$ cat src/rtl/msx_mem_arbiter_pkg.sv
// Shared types and default widths for the MSX external-memory arbiter.
package msx_mem_arbiter_pkg;

    localparam int unsigned MSX_AW = 27;
    localparam int unsigned MSX_DW = 8;

    typedef enum logic [2:0] {
        MAPPER_NONE,
        MAPPER_ASCII8,
        MAPPER_ASCII16,
        MAPPER_KONAMI,
        MAPPER_KONAMI_SCC
    } mapper_typ_t;

    typedef enum logic {
        GRANT_CPU = 1'b0,
        GRANT_DL  = 1'b1
    } grant_t;

    typedef enum logic {
        ARB_IDLE   = 1'b0,
        ARB_ACCESS = 1'b1
    } arb_state_t;

endpackage

$ cat src/rtl/msx_mem_arbiter_arb_rr2.sv
// Two-way picker between CPU and download requests: fixed download priority
// or round-robin against the last granted requester.
module arb_rr2
    import msx_mem_arbiter_pkg::*;
(
    input  logic   clk,
    input  logic   reset,
    input  logic   req_cpu,
    input  logic   req_dl,
    input  logic   dl_priority,
    input  logic   take,
    output logic   valid_c,
    output grant_t grant_c
);

    grant_t last_grant_q;
    grant_t last_grant_d;

    always_comb begin
        valid_c = req_cpu | req_dl;
        grant_c = GRANT_CPU;
        if (req_cpu && req_dl) begin
            if (dl_priority) begin
                grant_c = GRANT_DL;
            end else begin
                grant_c = (last_grant_q == GRANT_DL) ? GRANT_CPU : GRANT_DL;
            end
        end else if (req_dl) begin
            grant_c = GRANT_DL;
        end
    end

    always_comb begin
        last_grant_d = last_grant_q;
        if (take && valid_c) begin
            last_grant_d = grant_c;
        end
    end

    always_ff @(posedge clk) begin
        if (reset) begin
            last_grant_q <= GRANT_DL;
        end else begin
            last_grant_q <= last_grant_d;
        end
    end

endmodule

$ cat src/rtl/msx_mem_arbiter.sv
// Shares one level-request / pulse-ack memory port between the CPU mapper
// request and a one-deep buffered HPS download write stream.
module msx_mem_arbiter
    import msx_mem_arbiter_pkg::*;
#(
    parameter int unsigned AW          = MSX_AW,
    parameter int unsigned DW          = MSX_DW,
    parameter bit          DL_PRIORITY = 1'b0
) (
    input  logic          clk,
    input  logic          reset,
    input  logic          cpu_ram_cs,
    input  logic [AW-1:0] cpu_mem_addr,
    input  logic          cpu_mem_rnw,
    input  logic [DW-1:0] cpu_wdata,
    output logic [DW-1:0] cpu_rdata,
    output logic          cpu_wait,
    input  logic          dl_wr,
    input  logic [AW-1:0] dl_addr,
    input  logic [DW-1:0] dl_data,
    output logic          dl_wait,
    output logic          dl_overflow,
    output logic          mem_req,
    output logic [AW-1:0] mem_addr,
    output logic          mem_rnw,
    output logic [DW-1:0] mem_din,
    input  logic [DW-1:0] mem_dout,
    input  logic          mem_ack
);

    arb_state_t    state_q, state_d;
    grant_t        grant_q, grant_d;
    logic          mem_req_q, mem_req_d;
    logic [AW-1:0] mem_addr_q, mem_addr_d;
    logic          mem_rnw_q, mem_rnw_d;
    logic [DW-1:0] mem_din_q, mem_din_d;
    logic [DW-1:0] cpu_rdata_q, cpu_rdata_d;
    logic          served_q, served_d;
    logic          abandon_q, abandon_d;
    logic          dl_pend_q, dl_pend_d;
    logic [AW-1:0] dl_addr_q, dl_addr_d;
    logic [DW-1:0] dl_data_q, dl_data_d;
    logic          dl_overflow_q, dl_overflow_d;

    logic          cpu_busy_c;
    logic          cpu_pend_c;
    logic          ack_c;
    logic          dl_ack_c;
    logic          arb_valid_c;
    logic          arb_take_c;
    grant_t        arb_grant_c;

    assign cpu_busy_c = (state_q == ARB_ACCESS) && (grant_q == GRANT_CPU);
    assign cpu_pend_c = cpu_ram_cs && !served_q && !cpu_busy_c;
    assign ack_c      = (state_q == ARB_ACCESS) && mem_ack;
    assign dl_ack_c   = ack_c && (grant_q == GRANT_DL);
    assign arb_take_c = (state_q == ARB_IDLE) && arb_valid_c;

    arb_rr2 u_arb (
        .clk         (clk),
        .reset       (reset),
        .req_cpu     (cpu_pend_c),
        .req_dl      (dl_pend_q),
        .dl_priority (DL_PRIORITY),
        .take        (arb_take_c),
        .valid_c     (arb_valid_c),
        .grant_c     (arb_grant_c)
    );

    always_ff @(posedge clk) begin
        if (reset) begin
            state_q <= ARB_IDLE;
        end else begin
            state_q <= state_d;
        end
    end

    always_comb begin
        state_d = state_q;
        case (state_q)
            ARB_IDLE:   if (arb_take_c) state_d = ARB_ACCESS;
            ARB_ACCESS: if (mem_ack)    state_d = ARB_IDLE;
            default:                    state_d = ARB_IDLE;
        endcase
    end

    always_comb begin
        grant_d       = grant_q;
        mem_req_d     = mem_req_q;
        mem_addr_d    = mem_addr_q;
        mem_rnw_d     = mem_rnw_q;
        mem_din_d     = mem_din_q;
        cpu_rdata_d   = cpu_rdata_q;
        served_d      = served_q;
        abandon_d     = abandon_q;
        dl_pend_d     = dl_pend_q;
        dl_addr_d     = dl_addr_q;
        dl_data_d     = dl_data_q;
        dl_overflow_d = dl_overflow_q;

        if (arb_take_c) begin
            mem_req_d = 1'b1;
            grant_d   = arb_grant_c;
            abandon_d = 1'b0;
            if (arb_grant_c == GRANT_DL) begin
                mem_addr_d = dl_addr_q;
                mem_rnw_d  = 1'b0;
                mem_din_d  = dl_data_q;
            end else begin
                mem_addr_d = cpu_mem_addr;
                mem_rnw_d  = cpu_mem_rnw;
                mem_din_d  = cpu_wdata;
            end
        end

        // A CPU cycle that ends before its ack must not be marked served.
        if (cpu_busy_c && !cpu_ram_cs) begin
            abandon_d = 1'b1;
        end

        if (ack_c) begin
            mem_req_d = 1'b0;
            if (grant_q == GRANT_CPU && mem_rnw_q) begin
                cpu_rdata_d = mem_dout;
            end
            if (grant_q == GRANT_DL) begin
                dl_pend_d = 1'b0;
            end
        end

        if (!cpu_ram_cs) begin
            served_d = 1'b0;
        end else if (ack_c && grant_q == GRANT_CPU && !abandon_q) begin
            served_d = 1'b1;
        end

        // The slot freed by this cycle's download ack can take a new write.
        if (dl_wr) begin
            if (!dl_pend_q || dl_ack_c) begin
                dl_pend_d = 1'b1;
                dl_addr_d = dl_addr;
                dl_data_d = dl_data;
            end else begin
                dl_overflow_d = 1'b1;
            end
        end
    end

    always_ff @(posedge clk) begin
        if (reset) begin
            grant_q       <= GRANT_CPU;
            mem_req_q     <= 1'b0;
            mem_addr_q    <= '1;
            mem_rnw_q     <= 1'b1;
            mem_din_q     <= '1;
            cpu_rdata_q   <= '1;
            served_q      <= 1'b0;
            abandon_q     <= 1'b0;
            dl_pend_q     <= 1'b0;
            dl_addr_q     <= '0;
            dl_data_q     <= '0;
            dl_overflow_q <= 1'b0;
        end else begin
            grant_q       <= grant_d;
            mem_req_q     <= mem_req_d;
            mem_addr_q    <= mem_addr_d;
            mem_rnw_q     <= mem_rnw_d;
            mem_din_q     <= mem_din_d;
            cpu_rdata_q   <= cpu_rdata_d;
            served_q      <= served_d;
            abandon_q     <= abandon_d;
            dl_pend_q     <= dl_pend_d;
            dl_addr_q     <= dl_addr_d;
            dl_data_q     <= dl_data_d;
            dl_overflow_q <= dl_overflow_d;
        end
    end

    assign cpu_wait    = cpu_ram_cs && !served_q;
    assign cpu_rdata   = cpu_rdata_q;
    assign dl_wait     = dl_pend_q;
    assign dl_overflow = dl_overflow_q;
    assign mem_req     = mem_req_q;
    assign mem_addr    = mem_addr_q;
    assign mem_rnw     = mem_rnw_q;
    assign mem_din     = mem_din_q;

endmodule

$ cat config.mk
export PLATFORM = sky130hd
export DESIGN_NAME = msx_mem_arbiter
export DESIGN_NICKNAME = d
export VERILOG_FILES = /design/src/rtl/msx_mem_arbiter_pkg.sv /design/src/rtl/msx_mem_arbiter_arb_rr2.sv /design/src/rtl/msx_mem_arbiter.sv
export SDC_FILE = /design/constraint.sdc
export NUM_CORES = 1
export LEC_CHECK = 0
export BUFFER_PORTS_ARGS = -buffer_cell sky130_fd_sc_hd__buf_2
export CELL_PAD_IN_SITES_DETAIL_PLACEMENT = 0
export CELL_PAD_IN_SITES_GLOBAL_PLACEMENT = 1
export CORE_ASPECT_RATIO = 0.7
export CORE_UTILIZATION = 38
export CTS_CLUSTER_SIZE = 28
export DETAILED_ROUTE_END_ITERATION = 8
export PLACE_DENSITY = 0.87
export SYNTH_ARGS = -nofsm -noshare
export SYNTH_HDL_FRONTEND = slang
export SYNTH_SLANG_ARGS = --single-unit
$ cat constraint.sdc
create_clock -name clk -period 4.87 [get_ports clk]
set_input_delay 0.2435 -clock clk [delete_from_list [all_inputs] [get_ports clk]]
set_output_delay 0.2435 -clock clk [all_outputs]
set_load 0.01 [all_outputs]
==> metrics.cfg, run 1 <==
[finish]
multiInputGateArea_sq_um = 1460
register_area_sq_um = 1740
final_cells = 591
design_area_sq_um = 4390
drive_gt1_share_pct = 36.1
post-route-util_pct = 51.5
nNetsFinal = 550
antennaDiodeCount = 0
areaGrowthSynthToFinish_pct = 31.0
nFillCells = 814

[critical_path]
reg2reg_setup_slack_ns = 2.61
crit_required_ns = 5.08
crit_path_end_kind = flip-flop
crit_path_max_incr_delay_ns = 0.53
crit_path_top_delay_cell = dfxtp_1
crit_type = flip-flop to flip-flop
arrival_ns = 2.47
cp_max_fo = 23
path_cells = inv_1 > a31oi_4 > buf_4 > mux2_1 > o22a_1
startpoint_type = flip-flop

[floorplan]
die_area_sq_um = 9200
pin_count = 132
core_sq_um = 8510
die_y_microns = 80.6
row_count = 28
start_util_pct = 39.3
die-width_microns = 114

[run]
timing.max_cap.violations = 0

[placement]
numPlacedInstances = 575
gp_congestion = 0.765
io_buffers = 131
hpwlAfterDp_mm = 5.62
placed_cell_area_sq_um = 4050

[clocking]
cts_setup_buffers = 0
htree_num_levels = 3
clk_path_buf_depth = 2
clock-root-buffer = clkbuf_16
cts_resized = 0
insertion_delay_ns = 0.33
cts_tree = yes
clock_sinks = 87
postCtsHoldBufs = 0
cts_buffers = 9
clk_pin_slew_worst_paths_ns = 0.06

[timing]
slew_viol_final = 0
rsz0062_at_grt = no
setup_viol = 0
whs_ns = 0.127
tightestPinTransition_ns = 1.03
fmax_mhz = 442
period_needed_ns = 2.26
hold_viol_final = 0
slew_headroom_pct = 31.2
clock_skew_ns = 0.00536
min_period_over_period_pct = 46.4
tns_ns = 0

[global_route]
antenna_found_initial = 0
first_global_vias = 2778
grt_use_total_pct = 18.9
grt_pass1_wl_mm = 13.3
grt_max_degree = 44
grt_overflow_total = 0

[synthesis]
synth_cells = 347
yosys_warnings = 0
avgSynthCellArea_sq_um = 9.65
ys_seq_elements = 87
syn_area_sq_um = 3350
syn_nets = 431
synth_cell_types = 30
ys_seq_area_share_pct = 52.0

[min_path]
min_path_type = primary input to flip-flop

[power_and_ir_drop]
ir_drop_v = 0.000165
powerDensity_nw_per_um2 = 417
power.leakage_nw = 1.86

[detailed_routing]
via_per_inst = 4.84
drt_iter0_drc = 126
drt-pass1-iter-count = 5
wl_per_cell_microns = 14.3
antenna_left = 0
drc_errors = 0
dr_total_vias = 2861
routed_wirelength_mm = 8.45

[outcome]
status = finished clean

layout by cell type, fill, tap and decap left out, types with 2 or more instances in the layout:
master,n
nand3_1,9
a21oi_1,40
bufinv_16,3
a31oi_1,2
clkbuf_16,9
buf_2,131
dfxtp_1,87
mux2_2,15
mux2_1,20
nor2_1,5
nand2_1,86
buf_4,3
o22a_1,35
nand2b_1,2
clkbuf_1,2
inv_1,4
cells by family (layout without fill, tap and decap cells):
group                  count (synthesis)  in the layout  share of synthesized area, %
DFF                                   87             87                          52.0
buffers and inverters                 30            154                          4.59
AOI/OAI and AO/OA                     86             86                          18.2
and+or+nand+nor                      109            109                          13.4
muxes                                 35             35                          11.8
routing by layer:
layer  up-vias  track usage (%)  wire length, microns
li1       1441                -                     -
met1      1312             25.7                  4120
met2       102             29.1                  3690
met3         6             5.21                   601
met4         0             5.71                    44
met5         -                0                     0
path summary, 6_finish.rpt:
| path | from | end | cells past startpoint |
|---|---|---|---|
| min | mem_dout[2] | cpu_rdata[2]$_SDFFE_PP1P_ | 3 |
| max | dl_wait$_SDFF_PP0_ | mem_addr[2]$_SDFFE_PP1P_ | 5 |
| min reg2reg | dl_data_q[5]$_SDFFE_PP0P_ | dl_data_q[5]$_SDFFE_PP0P_ | 2 |
| max reg2reg | dl_wait$_SDFF_PP0_ | mem_addr[2]$_SDFFE_PP1P_ | 5 |
cell type report:
type                       instances  share of cell area, %
multi-input combinational        230                   33.4
sequential                        87                   39.7
clock inverter                     5                   2.42
timing repair buffer             134                   15.5
clock buffer                      11                   5.30
inverter                           4                  0.342
tap                              120                   3.42
sequential cells by signal, summed over array words and instances, names as in the netlist:
register and count:
served_q 1, dl_data_q 8, grant_q 1, dl_overflow 1, mem_req 1, cpu_rdata 8, mem_din 8, abandon_q 1
u_arb.last_grant_q 1, dl_wait 1, mem_addr 27, state_q 1, mem_rnw 1, dl_addr_q 27
where the power goes:
| part | internal [W] | switching, W |
|---|---|---|
| Clock | 0.000502 | 0.000269 |
| Combinational | 0.000120 | 0.000132 |
| Sequential | 0.000771 | 0.0000347 |
synth_stat cells:
master,number,area share [%]
nand2b_2,1,0.26
buf_4,1,0.22
inv_1,4,0.45
nand2b_1,2,0.37
or2_2,1,0.19
mux2_2,15,5.0
o211a_1,1,0.30
a21boi_2,1,0.34
nand3_1,9,1.3
a31oi_1,2,0.37
o22a_1,35,9.2
nor2_1,5,0.56
a31oi_4,1,0.64
nor3b_1,1,0.22
nand2_1,87,9.7
a21oi_1,40,6.0
nand4b_1,1,0.26
clkbuf_1,10,1.1
o31a_1,1,0.26
nor2b_1,1,0.19
a22oi_1,1,0.22
buf_2,12,1.8
o21ai_0,1,0.15
and4b_1,1,0.30
a21boi_0,1,0.22
mux2_1,20,6.7
a21bo_2,1,0.30
o21ai_2,1,0.26
buf_6,3,1.0
dfxtp_1,87,52
stage by stage:
| step | setup slack (ns) | total power [W] |
|---|---|---|
| floorplan | 3.17 | 0.000972 |
| detailed placement | 2.39 | 0.00107 |
| global placement | 2.47 | 0.00107 |
| CTS | 2.56 | 0.00185 |
| global route | 2.52 | 0.00191 |
| finish | 2.61 | 0.00183 |
worst max-delay path: cells and delay by family, from the launching register on:
kind                   cells  cell delay [ns]
multiplexers               1             0.38
AO/OA/AOI/OAI              2             0.69
flip-flops                 1             0.53
buffers and inverters      2             0.56
Note: power is estimated with default switching activity, not from simulation.
==> run 2: changes to the inputs <==
--- a/config.mk
+++ b/config.mk
@@ -5,14 +5,15 @@
 export SDC_FILE = /design/constraint.sdc
 export NUM_CORES = 1
 export LEC_CHECK = 0
+export ABC_AREA = 1
 export BUFFER_PORTS_ARGS = -buffer_cell sky130_fd_sc_hd__buf_2
 export CELL_PAD_IN_SITES_DETAIL_PLACEMENT = 0
 export CELL_PAD_IN_SITES_GLOBAL_PLACEMENT = 1
 export CORE_ASPECT_RATIO = 0.7
-export CORE_UTILIZATION = 38
+export CORE_UTILIZATION = 34
 export CTS_CLUSTER_SIZE = 28
 export DETAILED_ROUTE_END_ITERATION = 8
-export PLACE_DENSITY = 0.87
+export PLACE_DENSITY = 0.82
 export SYNTH_ARGS = -nofsm -noshare
 export SYNTH_HDL_FRONTEND = slang
 export SYNTH_SLANG_ARGS = --single-unit
==> constraint.sdc (replaced) <==
create_clock -name clk -period 2.25 [get_ports clk]
set_input_delay 0.1125 -clock clk [delete_from_list [all_inputs] [get_ports clk]]
set_output_delay 0.1125 -clock clk [all_outputs]
set_load 0.01 [all_outputs]
==> run 2 against run 1 <==
Net effect: non-clock buffer count rose by 12; clock skew barely moved; sequential power is 120% higher; sequential share of layout area is 4.1 points lower; maximum frequency rose by 35%; worst hold slack got worse by 0.11 ns; combinational power increased to 3.2 times the previous value; register-to-register slack got worse by 2.0 ns; clock-buffer cell count up 2; critical path type unchanged; routed wire length grew 22%; clock power is 91% higher.
==> metrics.cfg, run 2 <==
[synthesis]
async_flop_share_pct = 0
synth_cell_types = 26
ys_seq_elements = 87
yosys.area.top_type = dfxtp_1
synth_common_cells = nand2_1, dfxtp_1, nand3_1
synth_cells = 540
syn_area_sq_um = 3770
synth_most_common_cell = nand2_1
syn_nets = 624
synth_top_area_share_pct = 46.2
ys_top_cells_by_area = dfxtp_1, nand3_1, nand2_1, inv_1, nor2_1
avgSynthCellArea_sq_um = 6.97
yosys_warnings = 0
synthFlopType = dfxtp_1
synth-edff-count = 0
ys_seq_area_share_pct = 46.2

[timing]
tightestPinTransition_ns = 0.697
hold_viol_final = 0
clock_skew_ns = 0.00550
period_needed_ns = 1.68
whs_ns = 0.0161
rsz0062_at_grt = no
min_period_over_period_pct = 74.6
fmax_mhz = 596
setup_viol = 0
slew_viol_final = 0
slew_headroom_pct = 53.4
tns_ns = 0
setup_ws_ns = 0.572

[global_route]
grt_pass1_wl_mm = 16.9
first_global_vias = 3458
antenna_found_initial = 0
grt_overflow_total = 0
grt_use_total_pct = 18.7
grt_max_degree = 40

[detailed_routing]
routed_wirelength_mm = 10.3
wl_per_cell_microns = 12.6
dr_total_vias = 3633
antenna_left = 0
drt_iter0_drc = 169
drt-pass1-iter-count = 4
drc_errors = 0
via_per_inst = 4.44

[placement]
gp_congestion = 0.774
placed_cell_area_sq_um = 4520
numPlacedInstances = 794
hpwlAfterDp_mm = 7.38
place_ws_ns = 0.586
io_buffers = 131

[floorplan]
die_area_sq_um = 11500
pin_count = 132
start_util_pct = 35.7
die-width_microns = 128
row_count = 31
core_sq_um = 10600
die_y_microns = 90.1

[power_and_ir_drop]
powerDensity_nw_per_um2 = 830
ir_drop_v = 0.000337
power.leakage_nw = 2.38

[clocking]
clock-root-buffer = clkbuf_16
cts_tree = yes
insertion_delay_ns = 0.33
cts_buffers = 9
clock_sinks = 87
clk_pin_slew_worst_paths_ns = 0.06
clk_path_buf_depth = 2
htree_num_levels = 3

[finish]
final_common_cell = buf_2
layout_common_cells = buf_2, nand2_1, dfxtp_1, nand3_1, inv_1
areaGrowthSynthToFinish_pct = 30.0
final_cells = 818
design_area_sq_um = 4900
drive_gt1_share_pct = 24.5
nNetsFinal = 749
antennaDiodeCount = 0

[critical_path]
crit_path_end_kind = flip-flop
cp_max_fo = 36
arrival_ns = 1.91
crit_type = flip-flop to flip-flop
reg2regPathDepth = 6
reg2reg_setup_slack_ns = 0.57
crit_required_ns = 2.48
crit_start = dl_wait$_SDFF_PP0_
r2r_start = dl_wait$_SDFF_PP0_
endpoint = dl_addr_q[12]$_SDFFE_PP0P_
rr_endpoint = dl_addr_q[12]$_SDFFE_PP0P_
startpoint_type = flip-flop

[min_path]
hold_depth = 3
min_path_type = primary input to flip-flop

[outcome]
status = finished clean

[run]
timing.max_cap.violations = 0

==> run 2: changes by cell type after synthesis, moves of 4 or more <==
cell,previous run,this run
o21ai_1,0,30
inv_1,4,77
mux2_2,15,0
o22a_1,35,0
o21ai_0,1,6
nand2_2,0,4
nor2_1,5,76
nand2_1,87,96
buf_1,0,4
nand3_1,9,81
mux2_1,20,0
==> run 2: layout make-up <==
| class | count | area (sq um) |
|---|---|---|
| inverters | 80 | 305 |
| well taps | 148 | 185 |
| multi-input cells | 341 | 1550 |
| flip-flops and latches | 87 | 1740 |
| clock inverters | 3 | 42.5 |
| clock buffers | 13 | 250 |
| fillers | 1126 | 5650 |
| repair buffers | 146 | 826 |
==> run 2: worst min path at each step <==
stage / from / to / slack, ns
2_1_floorplan: mem_dout[0] / cpu_rdata[0]$_SDFFE_PP1P_ / 0.24
3_3_place_gp: mem_dout[5] / cpu_rdata[5]$_SDFFE_PP1P_ / 0.33
3_5_place_dp: mem_dout[1] / cpu_rdata[1]$_SDFFE_PP1P_ / 0.33
4_1_cts: dl_data[3] / dl_data_q[3]$_SDFFE_PP0P_ / 0.003
5_1_grt: dl_addr[9] / dl_addr_q[9]$_SDFFE_PP0P_ / 0.02
6_report: dl_data[3] / dl_data_q[3]$_SDFFE_PP0P_ / 0.02
==> run 2: cell families (layout without fill, tap and decap cells) <==
| logic type | after synthesis | after routing | synth area share, % |
|---|---|---|---|
| flops | 87 | 87 | 46.2 |
| compound gates | 79 | 79 | 11.3 |
| buf+inv | 112 | 242 | 12.7 |
| simple gates | 262 | 262 | 29.7 |
==> run 2: timing repair <==
action | in CTS | in global routing
resized for setup | 0 | 0
buffers inserted | 0 | 0
hold buffers | 8 | 0
hold endpoints to repair | 8 | 0
==> run 2: worst max-delay path, cell delays in order (launching register included) <==
cell,delay (ns)
dfxtp_1,0.34
buf_4,0.22
o21ai_4,0.10
nand2_4,0.33
clkinv_4,0.31
nor2_1,0.18
nor2_1,0.06
==> run 2: through the flow <==
| step | total power, W | utilization, % |
|---|---|---|
| after floorplan | 0.00232 | - |
| after global placement | 0.00261 | 42.9 |
| after detailed placement | 0.00263 | 42.9 |
| after CTS | 0.00411 | 46.4 |
| after global routing | 0.00430 | 46.4 |
| final | 0.00406 | 46.4 |
==> run 2: metal layers <==
layer  wire, microns  track usage [%]
met1            5390             27.1
met2            4290             27.6
met3             487             4.40
met4             111             5.00
met5               0                0
==> run 2: where the power goes <==
part | switching, W | internal, W | leakage [nW] | total, W
clock network | 0.000580 | 0.000890 | 0.140 | 0.00147
registers | 0.0000882 | 0.00170 | 0.722 | 0.00179
logic | 0.000480 | 0.000323 | 1.52 | 0.000803
total | 0.00115 | 0.00292 | 2.38 | 0.00406
==> run 3: changes to the inputs <==
==> constraint.sdc (replaced) <==
create_clock -name clk -period 1.6 [get_ports clk]
set_input_delay 0.08 -clock clk [delete_from_list [all_inputs] [get_ports clk]]
set_output_delay 0.08 -clock clk [all_outputs]
set_load 0.01 [all_outputs]
==> run 3 against run 2 <==
Net effect: global-route usage increased by 0.47 points; clock-buffer cell count decreased by 1; register-to-register slack worse by 0.35 ns; critical path type is now flip-flop to output pin; highest routed layer unchanged; first-iteration DRC count shrank 8.9%; worst setup slack lost 0.38 ns; flip-flop and latch count did not move; largest power group unchanged; clock power grew 43%; clock skew down 0.0029 ns; critical path depth is 4 lower; die area stayed put.
==> metrics.cfg, run 3 (synthesized netlist as in run 2, its figures left out) <==
[outcome]
status = finished clean

[floorplan]
start_util_pct = 35.7
row_count = 31
pin_count = 132
die_y_microns = 90.1
die_area_sq_um = 11500
core_sq_um = 10600
die-width_microns = 128

[placement]
numPlacedInstances = 802
io_buffers = 131
placed_cell_area_sq_um = 4580
gp_congestion = 0.807
hpwlAfterDp_mm = 7.56

[critical_path]
r2r_start = state_q$_SDFF_PP0_
cp_max_fo = 24
crit_required_ns = 1.52
crit_path_end_kind = output pin
startpoint_type = flip-flop
arrival_ns = 1.32
reg2reg_setup_slack_ns = 0.22
reg2regPathDepth = 8
rr_endpoint = mem_din[6]$_SDFFE_PP1P_
crit_type = flip-flop to output pin

[power_and_ir_drop]
internal_power_w = 0.00419
power.leakage_nw = 2.53
powerDensity_nw_per_um2 = 1120
p_sw_w = 0.00163
clkPwrFrac_pct = 36.0
p_comb_share_pct = 20.7
switching_share_pct = 28.0
pwr-share-seq_pct = 43.3
ir_drop_v = 0.000619

[detailed_routing]
wl_per_cell_microns = 12.6
dr_total_vias = 3838
routed_wirelength_mm = 10.7
drt_iter0_drc = 154
drt-pass1-iter-count = 4
via_per_inst = 4.52
drc_errors = 0
antenna_left = 0

[clocking]
clk_pin_slew_worst_paths_ns = 0.06
insertion_delay_ns = 0.34
cts_setup_buffers = 0
clock-root-buffer = clkbuf_16
cts_tree = yes
clock_sinks = 87
clk_path_buf_depth = 2
htree_num_levels = 3
cts_buffers = 9

[timing]
setup_viol = 0
rsz0062_at_grt = no
fmax_mhz = 713
hold_viol_final = 0
clock_skew_ns = 0.00259
tightestPinTransition_ns = 0.347
slew_viol_final = 0
min_period_over_period_pct = 87.7
slew_headroom_pct = 76.9
period_needed_ns = 1.40
tns_ns = 0

[global_route]
first_global_vias = 3628
antenna_found_initial = 0
grt_use_total_pct = 19.2
grt_max_degree = 48
grt_overflow_total = 0
grt_pass1_wl_mm = 17.3

[finish]
final_cells = 850
areaGrowthSynthToFinish_pct = 38.4
design_area_sq_um = 5210
nNetsFinal = 782
final_common_cell = buf_2
antennaDiodeCount = 0
nFillCells = 1100
layout_common_cells = buf_2, nand2_1, dfxtp_1, nand3_1, inv_1
drive_gt1_share_pct = 24.6
multiInputGateArea_sq_um = 1550
register_area_sq_um = 1740

[min_path]
min-delay-start = dl_addr[7]
hold_end = dl_addr_q[7]$_SDFFE_PP0P_
hold_depth = 3
min_path_type = primary input to flip-flop

[run]
timing.max_cap.violations = 0

-- run 3: changes by cell type in the layout (fill, tap and decap cells not counted), sizes merged --
cell / change
buf: +8
clkbuf: -1
dlygate4sd3: +25
-- run 3: critical path, cell delays in order (launching register included) --
cell     delay [ns]
dfxtp_1        0.46
buf_4          0.34
buf_2          0.19
-- run 3: worst max-delay path by stage --
stage / startpoint / to / slack [ns] / cells after the start
floorplan: dl_wait$_SDFF_PP0_ / mem_addr[20]$_SDFFE_PP1P_ / 0.32 / 5
global placement: state_q$_SDFF_PP0_ / mem_addr[2]$_SDFFE_PP1P_ / 0.28 / 8
detailed placement: state_q$_SDFF_PP0_ / mem_din[6]$_SDFFE_PP1P_ / 0.24 / 8
CTS: dl_wait$_SDFF_PP0_ / dl_wait / 0.18 / 2
global route: grant_q$_SDFFE_PP0P_ / mem_addr[9]$_SDFFE_PP1P_ / 0.09 / 8
finish: dl_wait$_SDFF_PP0_ / dl_wait / 0.20 / 2
-- run 3: area by class of cell --
type	count	area share (%)
timing repair buffer	179	21.8
inverter	80	5.86
clock inverter	3	0.816
tap	148	3.55
sequential	87	33.4
multi-input combinational	341	29.7
clock buffer	12	4.92
-- run 3: layer usage --
layer	track usage [%]	share of wire (%)	vias to the layer above
met1	25.6	50	1713
li1	-	-	2006
met2	30.8	44	109
met5	0	0	-
met3	5.24	4.7	10
met4	4.31	0.98	0
-- run 3: timing repair --
item,4_1_cts,5_1_grt
hold buffers,32,1
gates resized for setup,0,0
hold endpoints to repair,32,1
-- run 3: power by group through the flow --
stage,combinational (W),sequential (W),clock (W)
after CTS,0.00122,0.00252,0.00214
after floorplan,0.000644,0.00262,0
after detailed placement,0.00115,0.00257,0
final,0.00121,0.00252,0.00210
after global routing,0.00136,0.00254,0.00224
after global placement,0.00113,0.00256,0
-- run 3: per-stage QoR --
step	power, W	util [%]	setup WS (ns)	hold WS [ns]
after floorplan	0.00326	-	0.323	0.206
after global placement	0.00369	43.5	0.285	0.299
after detailed placement	0.00372	43.5	0.235	0.298
after CTS	0.00588	49.3	0.180	0.00396
after global routing	0.00615	49.4	0.0901	0.00629
final	0.00582	49.4	0.197	0.00809
